**src/rtl/config_fsm_burst_if.sv**
```systemverilog
// Configuration write port of the frame-config FSM: word stream in, frame/row
// select and commit strobe out.
interface config_fsm_burst_if #(
    parameter int FRAME_BITS    = 20,
    parameter int ROW_SEL_WIDTH = 5
);
    logic [31:0]              WriteData;
    logic                     WriteStrobe;
    logic                     FSM_Reset;
    logic [FRAME_BITS-1:0]    FrameAddressRegister;
    logic                     LongFrameStrobe;
    logic [ROW_SEL_WIDTH-1:0] RowSelect;
    logic                     Synced;
    logic [15:0]              FrameCount;

    modport master (
        output WriteData, WriteStrobe, FSM_Reset,
        input  FrameAddressRegister, LongFrameStrobe, RowSelect, Synced, FrameCount
    );

    modport slave (
        input  WriteData, WriteStrobe, FSM_Reset,
        output FrameAddressRegister, LongFrameStrobe, RowSelect, Synced, FrameCount
    );
endinterface

```
**src/rtl/config_fsm_burst.sv**
```systemverilog
// Frame configuration FSM: sync word, header, then NUM_ROWS+2 words per frame,
// with header-driven bursts of consecutive frames and a delayed commit strobe.
module config_fsm_burst #(
    parameter int          NUM_ROWS      = 16,
    parameter int          ROW_SEL_WIDTH = 5,
    parameter int          FRAME_BITS    = 20,
    parameter logic [31:0] SYNC_WORD     = 32'hFAB0_FAB1,
    parameter int          DESYNC_BIT    = 20,
    parameter int          STROBE_LEN    = 2
) (
    input logic               CLK,
    input logic               resetn,
    config_fsm_burst_if.slave bus
);
    typedef enum logic [1:0] {UNSYNC = 2'd0, SYNCED = 2'd1, DATA = 2'd2} state_t;

    localparam logic [ROW_SEL_WIDTH-1:0] ROW_RELOAD  = ROW_SEL_WIDTH'(NUM_ROWS + 1);
    localparam logic [ROW_SEL_WIDTH-1:0] ROW_ONE     = ROW_SEL_WIDTH'(1);
    localparam logic [3:0]               STROBE_LOAD = 4'(STROBE_LEN);

    state_t                   state, state_nxt;
    logic [ROW_SEL_WIDTH-1:0] row_cnt;
    logic [7:0]               burst_rem;
    logic [FRAME_BITS-1:0]    frame_addr;
    logic [15:0]              frame_count;
    logic                     fsm_reset_prev;
    logic                     abort, hdr_load, commit;
    logic                     commit_p0, commit_p1;
    logic [3:0]               strobe_cnt_p2;

    // Only the 0->1 transition of FSM_Reset aborts; holding it high is harmless.
    assign abort = bus.FSM_Reset & ~fsm_reset_prev;

    always_ff @(posedge CLK or negedge resetn) begin
        if (!resetn) state <= UNSYNC;
        else         state <= state_nxt;
    end

    always_comb begin
        state_nxt = state;
        hdr_load  = 1'b0;
        commit    = 1'b0;
        if (abort) begin
            state_nxt = UNSYNC;
        end else if (bus.WriteStrobe) begin
            unique case (state)
                UNSYNC: if (bus.WriteData == SYNC_WORD) state_nxt = SYNCED;
                SYNCED: begin
                    if (bus.WriteData[DESYNC_BIT]) begin
                        state_nxt = UNSYNC;
                    end else begin
                        hdr_load  = 1'b1;
                        state_nxt = DATA;
                    end
                end
                DATA: begin
                    if (row_cnt == '0) begin
                        commit = 1'b1;
                        if (burst_rem == 8'd0) state_nxt = SYNCED;
                    end
                end
                default: state_nxt = UNSYNC;
            endcase
        end
    end

    always_ff @(posedge CLK or negedge resetn) begin
        if (!resetn) begin
            row_cnt        <= '0;
            burst_rem      <= '0;
            frame_addr     <= '0;
            frame_count    <= '0;
            fsm_reset_prev <= 1'b0;
        end else begin
            fsm_reset_prev <= bus.FSM_Reset;
            if (abort) begin
                row_cnt   <= '0;
                burst_rem <= '0;
            end else if (hdr_load) begin
                frame_addr <= bus.WriteData[FRAME_BITS-1:0];
                burst_rem  <= bus.WriteData[31:24];
                row_cnt    <= ROW_RELOAD;
            end else if (bus.WriteStrobe && state == DATA) begin
                if (row_cnt != '0) begin
                    row_cnt <= row_cnt - ROW_ONE;
                end else if (burst_rem != 8'd0) begin
                    // Next frame of the burst addresses the following frame-select bit.
                    burst_rem  <= burst_rem - 8'd1;
                    frame_addr <= frame_addr << 1;
                    row_cnt    <= ROW_RELOAD;
                end
            end
            if (commit) frame_count <= frame_count + 16'd1;
        end
    end

    // p0: commit seen, p1: one cycle later, p2: strobe length counter (retriggerable)
    always_ff @(posedge CLK or negedge resetn) begin
        if (!resetn) begin
            commit_p0     <= 1'b0;
            commit_p1     <= 1'b0;
            strobe_cnt_p2 <= 4'd0;
        end else begin
            commit_p0 <= commit;
            commit_p1 <= commit_p0;
            if (commit_p1)                 strobe_cnt_p2 <= STROBE_LOAD;
            else if (strobe_cnt_p2 != 4'd0) strobe_cnt_p2 <= strobe_cnt_p2 - 4'd1;
        end
    end

    assign bus.FrameAddressRegister = frame_addr;
    assign bus.FrameCount           = frame_count;
    assign bus.LongFrameStrobe      = (strobe_cnt_p2 != 4'd0);
    assign bus.Synced               = (state != UNSYNC);
    assign bus.RowSelect            = (state == DATA && bus.WriteStrobe) ? row_cnt : '1;
endmodule

```
**src/flat_wrapper.sv**
```systemverilog
// flat-port wrapper written by rule: the top's interface ports become plain ports
module config_fsm_burst_flat 
#(
    parameter int          NUM_ROWS      = 16,
    parameter int          ROW_SEL_WIDTH = 5,
    parameter int          FRAME_BITS    = 20,
    parameter logic [31:0] SYNC_WORD     = 32'hFAB0_FAB1,
    parameter int          DESYNC_BIT    = 20,
    parameter int          STROBE_LEN    = 2
)
  (CLK, resetn, bus_WriteData, bus_WriteStrobe, bus_FSM_Reset, bus_FrameAddressRegister, bus_LongFrameStrobe, bus_RowSelect, bus_Synced, bus_FrameCount);
  config_fsm_burst_if #(.FRAME_BITS(FRAME_BITS), .ROW_SEL_WIDTH(ROW_SEL_WIDTH)) bus_i ();
  input logic CLK;
  input logic resetn;
  input wire logic [$bits(bus_i.WriteData)-1:0] bus_WriteData;
  input wire logic [$bits(bus_i.WriteStrobe)-1:0] bus_WriteStrobe;
  input wire logic [$bits(bus_i.FSM_Reset)-1:0] bus_FSM_Reset;
  output wire logic [$bits(bus_i.FrameAddressRegister)-1:0] bus_FrameAddressRegister;
  output wire logic [$bits(bus_i.LongFrameStrobe)-1:0] bus_LongFrameStrobe;
  output wire logic [$bits(bus_i.RowSelect)-1:0] bus_RowSelect;
  output wire logic [$bits(bus_i.Synced)-1:0] bus_Synced;
  output wire logic [$bits(bus_i.FrameCount)-1:0] bus_FrameCount;
  assign bus_i.WriteData = bus_WriteData;
  assign bus_i.WriteStrobe = bus_WriteStrobe;
  assign bus_i.FSM_Reset = bus_FSM_Reset;
  assign bus_FrameAddressRegister = bus_i.FrameAddressRegister;
  assign bus_LongFrameStrobe = bus_i.LongFrameStrobe;
  assign bus_RowSelect = bus_i.RowSelect;
  assign bus_Synced = bus_i.Synced;
  assign bus_FrameCount = bus_i.FrameCount;
  config_fsm_burst #(.NUM_ROWS(NUM_ROWS), .ROW_SEL_WIDTH(ROW_SEL_WIDTH), .FRAME_BITS(FRAME_BITS), .SYNC_WORD(SYNC_WORD), .DESYNC_BIT(DESYNC_BIT), .STROBE_LEN(STROBE_LEN)) u_core (.CLK(CLK), .resetn(resetn), .bus(bus_i));
endmodule
```
**config.mk**
```make
export PLATFORM = sky130hd
export DESIGN_NAME = config_fsm_burst_flat
export DESIGN_NICKNAME = d
export VERILOG_FILES = /design/src/rtl/config_fsm_burst_if.sv /design/src/rtl/config_fsm_burst.sv /design/src/flat_wrapper.sv
export SDC_FILE = /design/constraint.sdc
export NUM_CORES = 1
export LEC_CHECK = 0
export CORE_MARGIN = 2
export CORE_UTILIZATION = 43
export CTS_BUF_LIST = sky130_fd_sc_hd__clkbuf_16
export DETAILED_ROUTE_END_ITERATION = 12
export PLACE_DENSITY = 0.8
export SETUP_SLACK_MARGIN = 0.1
export SKIP_LAST_GASP = 1
export SLEW_MARGIN = 10
export SYNTH_ARGS = -nofsm -noshare
export SYNTH_HDL_FRONTEND = slang
export SYNTH_SLANG_ARGS = --single-unit
```
**constraint.sdc**
```tcl
create_clock -name CLK -period 4.3 [get_ports CLK]
set_input_delay 0.86 -clock CLK [delete_from_list [all_inputs] [get_ports CLK]]
set_output_delay 0.86 -clock CLK [all_outputs]
set_load 0.01 [all_outputs]
```
# --- Yosys cells after proc, flatten, opt, wreduce, memory -nomap -nowiden ---
# Index checks and enable logic that the tools add are counted.
totals:
  ff_bits: 58
  latchBits: 0
  ramBits: 0
  rom_bits: 0
  in_bits: 36
  output_inout_bits: 43
  word_cells: 75
  memories: 0
op_classes:
  add_sub_neg: 4
  mul: 0
  div: 0
  order_cmp: 0
  n_eq_ne: 8
  n_shift: 0
  mux: 32
  bitwise: 3
  n_reduce_logical: 19
ops:
  columns: ["cell", "count"]
  rows:
  - ["2-to-1 mux 20 bit", 4]
  - ["2-to-1 mux 8 bit", 5]
  - ["equality test 32 bit (second input constant)", 1]
  - ["2-to-1 mux 5 bit", 6]
  - ["adder 16 x 1 -> 16 bit (second input constant)", 1]
  - ["2-to-1 mux 2 bit", 6]
  - ["!= test 3 x 1 -> 1 bit (second input constant)", 4]
  - ["nonzero test 2 bit", 5]
  - ["logical NOT 8 bit", 1]
  - ["2-to-1 mux 1 bit", 8]
  - ["2-to-1 mux 4 bit", 2]
  - ["AND reduction 4 bit", 2]
  - ["nonzero test 4 bit", 2]
  - ["nonzero test 8 bit", 1]
  - ["subtractor 8 x 1 -> 8 bit (second input constant)", 1]
  - ["case mux 2 bit (3 select lines)", 1]
  - ["nonzero test 3 bit", 2]
  - ["logical NOT 5 bit", 1]
  - ["nonzero test 5 bit", 1]
  - ["subtractor 5 x 1 -> 5 bit (second input constant)", 1]
  - ["subtractor 4 x 1 -> 4 bit (second input constant)", 1]
  - ["AND reduction 3 bit", 1]
  - ["equality test 2 x 1 -> 1 bit (second input constant)", 1]
  - ["equality test 2 bit (second input constant)", 1]
  - ["6 further kinds", 7]

# --- Longest topological paths before layout ---
# Gate-level depths: netlist (run 1).
depth:
  depth_word: 6
  mapped_depth: 8
  mapped_depth_nobuf: 7

# --- Worst setup path before layout (run 1) ---
# OpenSTA, ideal clock, no wires.
synth_path:
  kind: "input to register"
  start: "in bus_WriteData[20]"
  end: "reg u_core.frame_addr[18], in the netlist u_core.bus.FrameAddressRegister[18]"
  setup_time_ns: 0.127
  arrival_time_ns: 2.141
  required_ns: 4.173
  slack_ns: 2.031
  cell_stages: 5
  path_buffers: 1
  cell_sequence: "and4bb_2 > nand2_1 > clkbuf_1 > mux2_2 > mux2_1"
synth_between:
  elab_chain_len: 6
  elab_cells_between_ends: 9
  cone_classes: "eq/ne: 1; mux: 5; reduce/logical: 3"
synth_lines:
  columns: ["item", "line", "text"]
  rows:
  - ["from (decl)", "flat_wrapper.sv:15", "input wire logic [$bits(bus_i.WriteData)-1:0] bus_WriteData;"]
  - ["2-to-1 mux 1 bit *", "config_fsm_burst.sv:49", "if (bus.WriteData[DESYNC_BIT]) begin"]
  - ["2-to-1 mux 1 bit *", "config_fsm_burst.sv:46", "unique case (state)"]
  - ["2-to-1 mux 1 bit *", "config_fsm_burst.sv:45", "end else if (bus.WriteStrobe) begin"]
  - ["2-to-1 mux 1 bit *", "config_fsm_burst.sv:43", "if (abort) begin"]
  - ["!= test 2 x 1 -> 1 bit (no line) or nonzero test 2 bit (tied branches)", null, null]
  - ["AND reduction 4 bit (no line)", null, null]
  - ["to (signal assigned)", "config_fsm_burst.sv:80", "frame_addr <= bus.WriteData[FRAME_BITS-1:0];"]
  - ["to (signal assigned)", "config_fsm_burst.sv:89", "frame_addr <= frame_addr << 1;"]
  - ["to (decl)", "config_fsm_burst.sv:24", "logic [FRAME_BITS-1:0] frame_addr;"]
# Every way passes the cells marked *; elsewhere a longest branch is shown, timed or not.
# A chain may end at the register's enable or synchronous reset.

# --- Worst setup path in the final report (run 1) ---
layout_path:
  start: "in bus_WriteStrobe"
  end: "out bus_RowSelect[1]"
layout_between:
  elab_chain_len: 2
layout_lines:
  columns: ["item", "line", "text"]
  rows:
  - ["from (decl)", "flat_wrapper.sv:16", "input wire logic [$bits(bus_i.WriteStrobe)-1:0] bus_WriteStrobe;"]
  - ["logical AND 1 bit", "config_fsm_burst.sv:115", "assign bus.RowSelect = (state == DATA && bus.WriteStrobe) ? row_cnt : '1;"]
  - ["2-to-1 mux 5 bit", "config_fsm_burst.sv:115", null]
  - ["to (decl)", "flat_wrapper.sv:20", "output wire logic [$bits(bus_i.RowSelect)-1:0] bus_RowSelect;"]
# No other way between the ends.

==> flow_metrics.env, run 1 <==
export IMPL_synth_area_leaders="dfrtp_1 48%, mux2_2 14%, xnor2_1 4.7%"
export IMPL_path_class="in2out"
export IMPL_grt_overflow=0
export IMPL_ys_flop_type="dfrtp_1"
export IMPL_internal_power_uw=1040
export IMPL_clock_fmax_mhz=308
export IMPL_r2r_slack_ns=1.93
export IMPL_required_ns=3.44
export IMPL_crit_path_max_incr_delay_ns=0.59
export IMPL_critPathCapture="bus_RowSelect[1]"
export IMPL_start_util_pct=44.3
export IMPL_htreeDepth=3
export IMPL_dp_hpwl_mm=5.04
export IMPL_timing_rr_end="u_core.bus.FrameAddressRegister[18]$_DFFE_PN0P_"
export IMPL_synth_nets=315
export IMPL_vias=2392
export IMPL_ys_warn_count=0
export IMPL_cts_buffers=9
export IMPL_drt_iter0_markers=105
export IMPL_viasPerCell=5.23
export IMPL_fillerInstances=569
export IMPL_synth_edff_count=0
export IMPL_port_buffers=78
export IMPL_power_leakage_uw=0.00187
export IMPL_synth_top_area_share_pct=48.2
export IMPL_antenna_found_initial=0
export IMPL_cts_root_buf="clkbuf_16"
export IMPL_r2r_cells=8
export IMPL_synth_most_common_cell="dfrtp_1"
export IMPL_cp_arrival_ns=2.38
export IMPL_fin_skew_ns=0.00718
export IMPL_nets=398
export IMPL_cts_buffer_depth=2
export IMPL_period_share_pct=75.4
export IMPL_drt_wl_total_mm=6.88
export IMPL_cts_tree="yes"
export IMPL_ys_ff_latch=58
export IMPL_power_switching_uw=288
export IMPL_final_max_slew_viol_count=0
export IMPL_multi_input_area_mm2=0.00147
export IMPL_grt_pass1_vias=2425
export IMPL_path_buf_inv=2
export IMPL_drive_gt1_share_pct=17.2
export IMPL_ir_drop_mv=0.194
export IMPL_hold_ws_ns=0.346
export IMPL_power_share_sequential_pct=41.9
export IMPL_synth_avg_cell_area_um2=11.0
export IMPL_pwr_share_comb_pct=7.0
export IMPL_cts_hold_buf=0
export IMPL_place_gp_congestion=0.856
export IMPL_async_flop_share_pct=100
export IMPL_ios=79
export IMPL_crit_start="bus_WriteStrobe"
export IMPL_path_clk_slew_ns=0.05
export IMPL_worst_path_stages=4
export IMPL_post_cts_resized=0
export IMPL_worst_slew_pin_slew_ns=0.826
export IMPL_crit_fanout=8
export IMPL_max_cap_violations=0
export IMPL_post_cts_buffers=0
export IMPL_cp_cell_sequence="clkdlybuf4s50_1 > and3b_1 > nand2_1 > clkdlybuf4s50_1"
export IMPL_final_setup_viol_count=0
export IMPL_die_w_um=87.7
export IMPL_cp_top_family="buffers and inverters"
export IMPL_final_seq_area_mm2=0.00145
export IMPL_n_antenna_cell=0
export IMPL_yosysSeqAreaShare_pct=48.2
export IMPL_netlist_top_cells_count="58 x dfrtp_1, 37 x mux2_2, 22 x nand2_1, 16 x xnor2_1, 14 x nor2_1"
export IMPL_yosys_area_top_type="dfrtp_1"
export IMPL_rows=30
export IMPL_grt_start_max_net_pins=33
export IMPL_wl_per_cell_um=15.1
export IMPL_core_area_mm2=0.00679
export IMPL_period_needed_ns=3.24
export IMPL_end_kind="output pin"
export IMPL_tns_ns=0
export IMPL_hp_class="reg2reg"
export IMPL_path_common_cell="clkdlybuf4s50_1"
export IMPL_area_growth_pct=37.9
export IMPL_worstHoldStart="u_core.commit_p0$_DFF_PN0_"
export IMPL_drtPass1Iterations=4
export IMPL_crit_slowest_cell="clkdlybuf4s50_1"
export IMPL_startpoint_type="primary input"
export IMPL_drc=0
export IMPL_power_density_mw_per_mm2=320
export IMPL_die_y_um=87.7
export IMPL_synthDistinctLibCells=52
export IMPL_rsz0062_at_grt="no"
export IMPL_ant_nets=0
export IMPL_swShare_pct=21.6
export IMPL_track_usage_pct=19.4
export IMPL_clkLatencyLatePin_ns=0.33
export IMPL_syn_cell_area_mm2=0.00301
export IMPL_grt_pass1_wl_mm=11.4
export IMPL_p_clk_share_pct=51.1
export IMPL_die_area_mm2=0.00769
export IMPL_r2r_start="u_core.row_cnt[0]$_DFFE_PN0P_"
export IMPL_finalHoldViolations=0
export IMPL_slew_limit_headroom_pct=44.8
export IMPL_cts_sinks=58
export IMPL_outcome="finished, final reports clean"
export IMPL_syn_inst=274
## worst min-delay path by stage
stage,end,cells after the start,slack [ns]
detailed placement,u_core.commit_p1$_DFF_PN0_,0,0.34
floorplan,u_core.commit_p1$_DFF_PN0_,0,0.33
CTS,u_core.commit_p1$_DFF_PN0_,0,0.35
global placement,u_core.commit_p1$_DFF_PN0_,0,0.33
global route,u_core.commit_p1$_DFF_PN0_,0,0.36
finish,u_core.commit_p1$_DFF_PN0_,0,0.35
## layout by cell type, fill, tap and decap left out, drive strengths merged, types with 3 or more instances in the layout
cell           count
o21ai              9
nor2              14
xor2               6
nand4              7
a21oi             11
dfrtp             58
nand3             13
mux2              38
clkdlybuf4s50     77
inv               11
clkinv             4
ha                 5
clkbuf             9
nand2             24
buf                3
nand2b             6
a31oi              3
xnor2             16
nor3              10
## power groups by stage
stage                     Clock [uW]  Sequential, uW  Combinational (uW)
after floorplan                    0             566                32.8
after global placement             0             566                92.6
after detailed placement           0             567                94.6
after CTS                        691             558                94.9
after global routing             716             558                 104
final                            679             558                93.8
## layout make-up
class                           instances  area share [%]
Clock buffer                            9            5.42
Clock inverter                          6            1.42
Inverter                               11           0.994
Multi-Input combinational cell        197            35.3
Sequential cell                        58            34.9
Tap cell                               96            2.89
Timing Repair Buffer                   80            19.0
## state kept, by name, indices dropped and copies added, names as in the netlist
register and count:
u_core.strobe_cnt_p2 4, u_core.commit_p0 1, u_core.commit_p1 1, u_core.bus.FrameAddressRegister 20, u_core.fsm_reset_prev 1, u_core.state 2, u_core.bus.FrameCount 16, u_core.burst_rem 8
u_core.row_cnt 5
## metal layers
metal	track usage [%]	share of wire, %
met5	0	0
met4	9.65	2.0
met3	3.96	4.7
met2	31.4	48
met1	24.8	45
## worst reg2reg max path, delay by kind of cell, from the launching register on
| family | cells | cell delay (ns) |
|---|---|---|
| simple gates | 3 | 0.72 |
| flops | 1 | 0.37 |
| buf+inv | 2 | 0.41 |
| mux | 1 | 0.37 |
| fa+ha+maj | 1 | 0.22 |
| compound gates | 1 | 0.14 |
## through the flow
stage	area [um2]	std cells	util [%]	power (uW)	setup WS (ns)
2_1_floorplan	3010	274	-	598	2.03
3_3_place_gp	3870	442	57.0	658	1.12
3_5_place_dp	3870	442	57.0	661	1.06
4_1_cts	4150	457	61.1	1340	1.06
5_1_grt	4150	457	61.1	1380	0.965
6_report	4150	457	61.1	1330	1.06
## logic make-up after synthesis
logic type,count (synthesis),synth area share (%)
adder cells (fa/ha/maj),5,2.08
XOR/XNOR,22,6.40
flip-flops,58,48.2
AO/OA/AOI/OAI,34,7.19
multiplexers,38,14.2
buffers and inverters,19,3.16
AND/OR/NAND/NOR,98,18.8
Note: power is estimated with default switching activity, not from simulation.
==> run 2, diff against run 1 <==
- clock period: 4.3 -> 3.21 ns (I/O delays scaled with it)
==> run 2 against run 1 <==
Clock power increased by 45%; total power increased by 40%; highest routed layer unchanged; final cell count increased by 1.1%; sequential power increased by 34%.
==> flow_metrics.env, run 2 (same netlist as run 1, synthesis figures left out) <==
export IMPL_post_cts_buffers=0
export IMPL_grt_start_max_net_pins=41
export IMPL_max_cap_violations=0
export IMPL_path_class="in2out"
export IMPL_r2r_slack_ns=0.84
export IMPL_grt_overflow=0
export IMPL_viasPerCell=5.23
export IMPL_die_area_mm2=0.00769
export IMPL_crit_slowest_cell="clkdlybuf4s50_1"
export IMPL_track_usage_pct=19.3
export IMPL_layout_commonest_cell="clkdlybuf4s50_1"
export IMPL_drt_iter0_markers=126
export IMPL_power_leakage_uw=0.00190
export IMPL_finalHoldViolations=0
export IMPL_place_gp_congestion=0.861
export IMPL_drive_gt1_share_pct=18.0
export IMPL_drtPass1Iterations=4
export IMPL_final_max_slew_viol_count=0
export IMPL_antenna_found_initial=0
export IMPL_finish_utilization_pct=62.0
export IMPL_drt_wl_total_mm=6.98
export IMPL_period_share_pct=89.7
export IMPL_grt_pass1_vias=2466
export IMPL_cts_buffers=9
export IMPL_wl_per_cell_um=15.1
export IMPL_rows=30
export IMPL_total_power_uw=1860
export IMPL_startpoint_type="primary input"
export IMPL_area_growth_pct=39.7
export IMPL_outcome="finished, final reports clean"
export IMPL_crit_path_max_incr_delay_ns=0.63
export IMPL_vias=2416
export IMPL_grt_pass1_wl_mm=11.6
export IMPL_cts_tree="yes"
export IMPL_fillerInstances=550
export IMPL_dpl_worst_slack_ns=0.327
export IMPL_period_needed_ns=2.88
export IMPL_crit_fanout=8
export IMPL_worst_slew_pin_slew_ns=0.894
export IMPL_final_setup_viol_count=0
export IMPL_largest_reg_flops=20
export IMPL_slew_limit_headroom_pct=40.4
export IMPL_cts_buffer_depth=2
export IMPL_fin_skew_ns=0.00584
export IMPL_required_ns=2.57
export IMPL_n_antenna_cell=0
export IMPL_start_util_pct=44.3
export IMPL_tns_ns=0
export IMPL_layout_common_cells="77 x clkdlybuf4s50_1, 58 x dfrtp_1, 37 x mux2_2"
export IMPL_core_area_mm2=0.00679
export IMPL_worstHoldStart="u_core.commit_p0$_DFF_PN0_"
export IMPL_clock_fmax_mhz=347
export IMPL_placed_cells=446
export IMPL_min_path_cells=0
export IMPL_r2r_start="u_core.row_cnt[0]$_DFFE_PN0P_"
export IMPL_clkLatencyLatePin_ns=0.32
export IMPL_ant_nets=0
export IMPL_nets=402
export IMPL_cp_arrival_ns=2.24
export IMPL_die_w_um=87.7
export IMPL_cts_sinks=58
export IMPL_rsz0062_at_grt="no"
export IMPL_ir_drop_mv=0.287
export IMPL_port_buffers=78
export IMPL_hp_class="reg2reg"
export IMPL_cts_hold_buf=0
export IMPL_cp_cell_sequence="clkdlybuf4s50_1 > and3b_1 > nand2_1 > clkdlybuf4s50_1"
export IMPL_timing_rr_end="u_core.bus.FrameAddressRegister[16]$_DFFE_PN0P_"
export IMPL_setup_ws_ns=0.330
export IMPL_multi_input_area_mm2=0.00147
export IMPL_post_cts_resized=0
export IMPL_drc=0
export IMPL_path_buf_inv=2
export IMPL_instances_no_fill=462
export IMPL_htreeDepth=3
export IMPL_path_common_cell="clkdlybuf4s50_1"
export IMPL_final_seq_area_mm2=0.00145
export IMPL_dp_hpwl_mm=5.17
export IMPL_ios=79
export IMPL_cts_root_buf="clkbuf_16"
export IMPL_end_kind="output pin"
export IMPL_whs_endpoint="u_core.commit_p1$_DFF_PN0_"
export IMPL_r2r_cells=8
export IMPL_path_clk_slew_ns=0.05
export IMPL_die_y_um=87.7
export IMPL_cp_top_family="buffers and inverters"
export IMPL_power_density_mw_per_mm2=442
==> run 2: stage by stage <==
step	cell area (um2)	hold WS [ns]
6_report	4210	0.352
2_1_floorplan	3010	0.331
4_1_cts	4210	0.352
5_1_grt	4210	0.362
3_3_place_gp	3900	0.333
3_5_place_dp	3900	0.336
==> run 2: power breakdown <==
part / internal, uW / leakage (uW) / switching (uW)
Combinational: 69.6 / 0.000952 / 57.9
Clock: 668 / 0.000148 / 316
Sequential: 740 / 0.000803 / 6.44
Total: 1480 / 0.00190 / 381
==> run 2: cell type report <==
type	count	area share, %
Clock buffer	9	5.35
Clock inverter	7	1.99
Inverter	11	0.981
Multi-Input combinational cell	197	34.8
Sequential cell	58	34.5
Tap cell	96	2.85
Timing Repair Buffer	84	19.5
==> run 2: worst max path at each step <==
stage                                                 endpoint                          start  cells past startpoint
2_1_floorplan  u_core.bus.FrameAddressRegister[10]$_DFFE_PN0P_  u_core.row_cnt[0]$_DFFE_PN0P_                      8
3_3_place_gp   u_core.bus.FrameAddressRegister[16]$_DFFE_PN0P_                bus_WriteStrobe                      7
3_5_place_dp    u_core.bus.FrameAddressRegister[9]$_DFFE_PN0P_                bus_WriteStrobe                      7
4_1_cts                                       bus_RowSelect[0]                bus_WriteStrobe                      4
5_1_grt                                       bus_RowSelect[1]                bus_WriteStrobe                      4
6_report                                      bus_RowSelect[0]                bus_WriteStrobe                      4
==> run 2: worst register-to-register path, cell delays in order (launching register included) <==
cell and delay, ns:
dfrtp_1 0.37, inv_1 0.13, ha_1 0.22, nor4b_4 0.37
and2_2 0.26, nand2_4 0.09, a21oi_2 0.14, buf_4 0.28
mux2_2 0.39
==> run 2: layer usage <==
metal / vias to the layer above / global-route usage [%] / share of wire (%)
met3: 14 / 4.24 / 4.5
met2: 60 / 31.2 / 48
met1: 1172 / 24.9 / 45
li1: 1170 / - / -
met4: 0 / 8.39 / 2.0
met5: - / 0 / 0
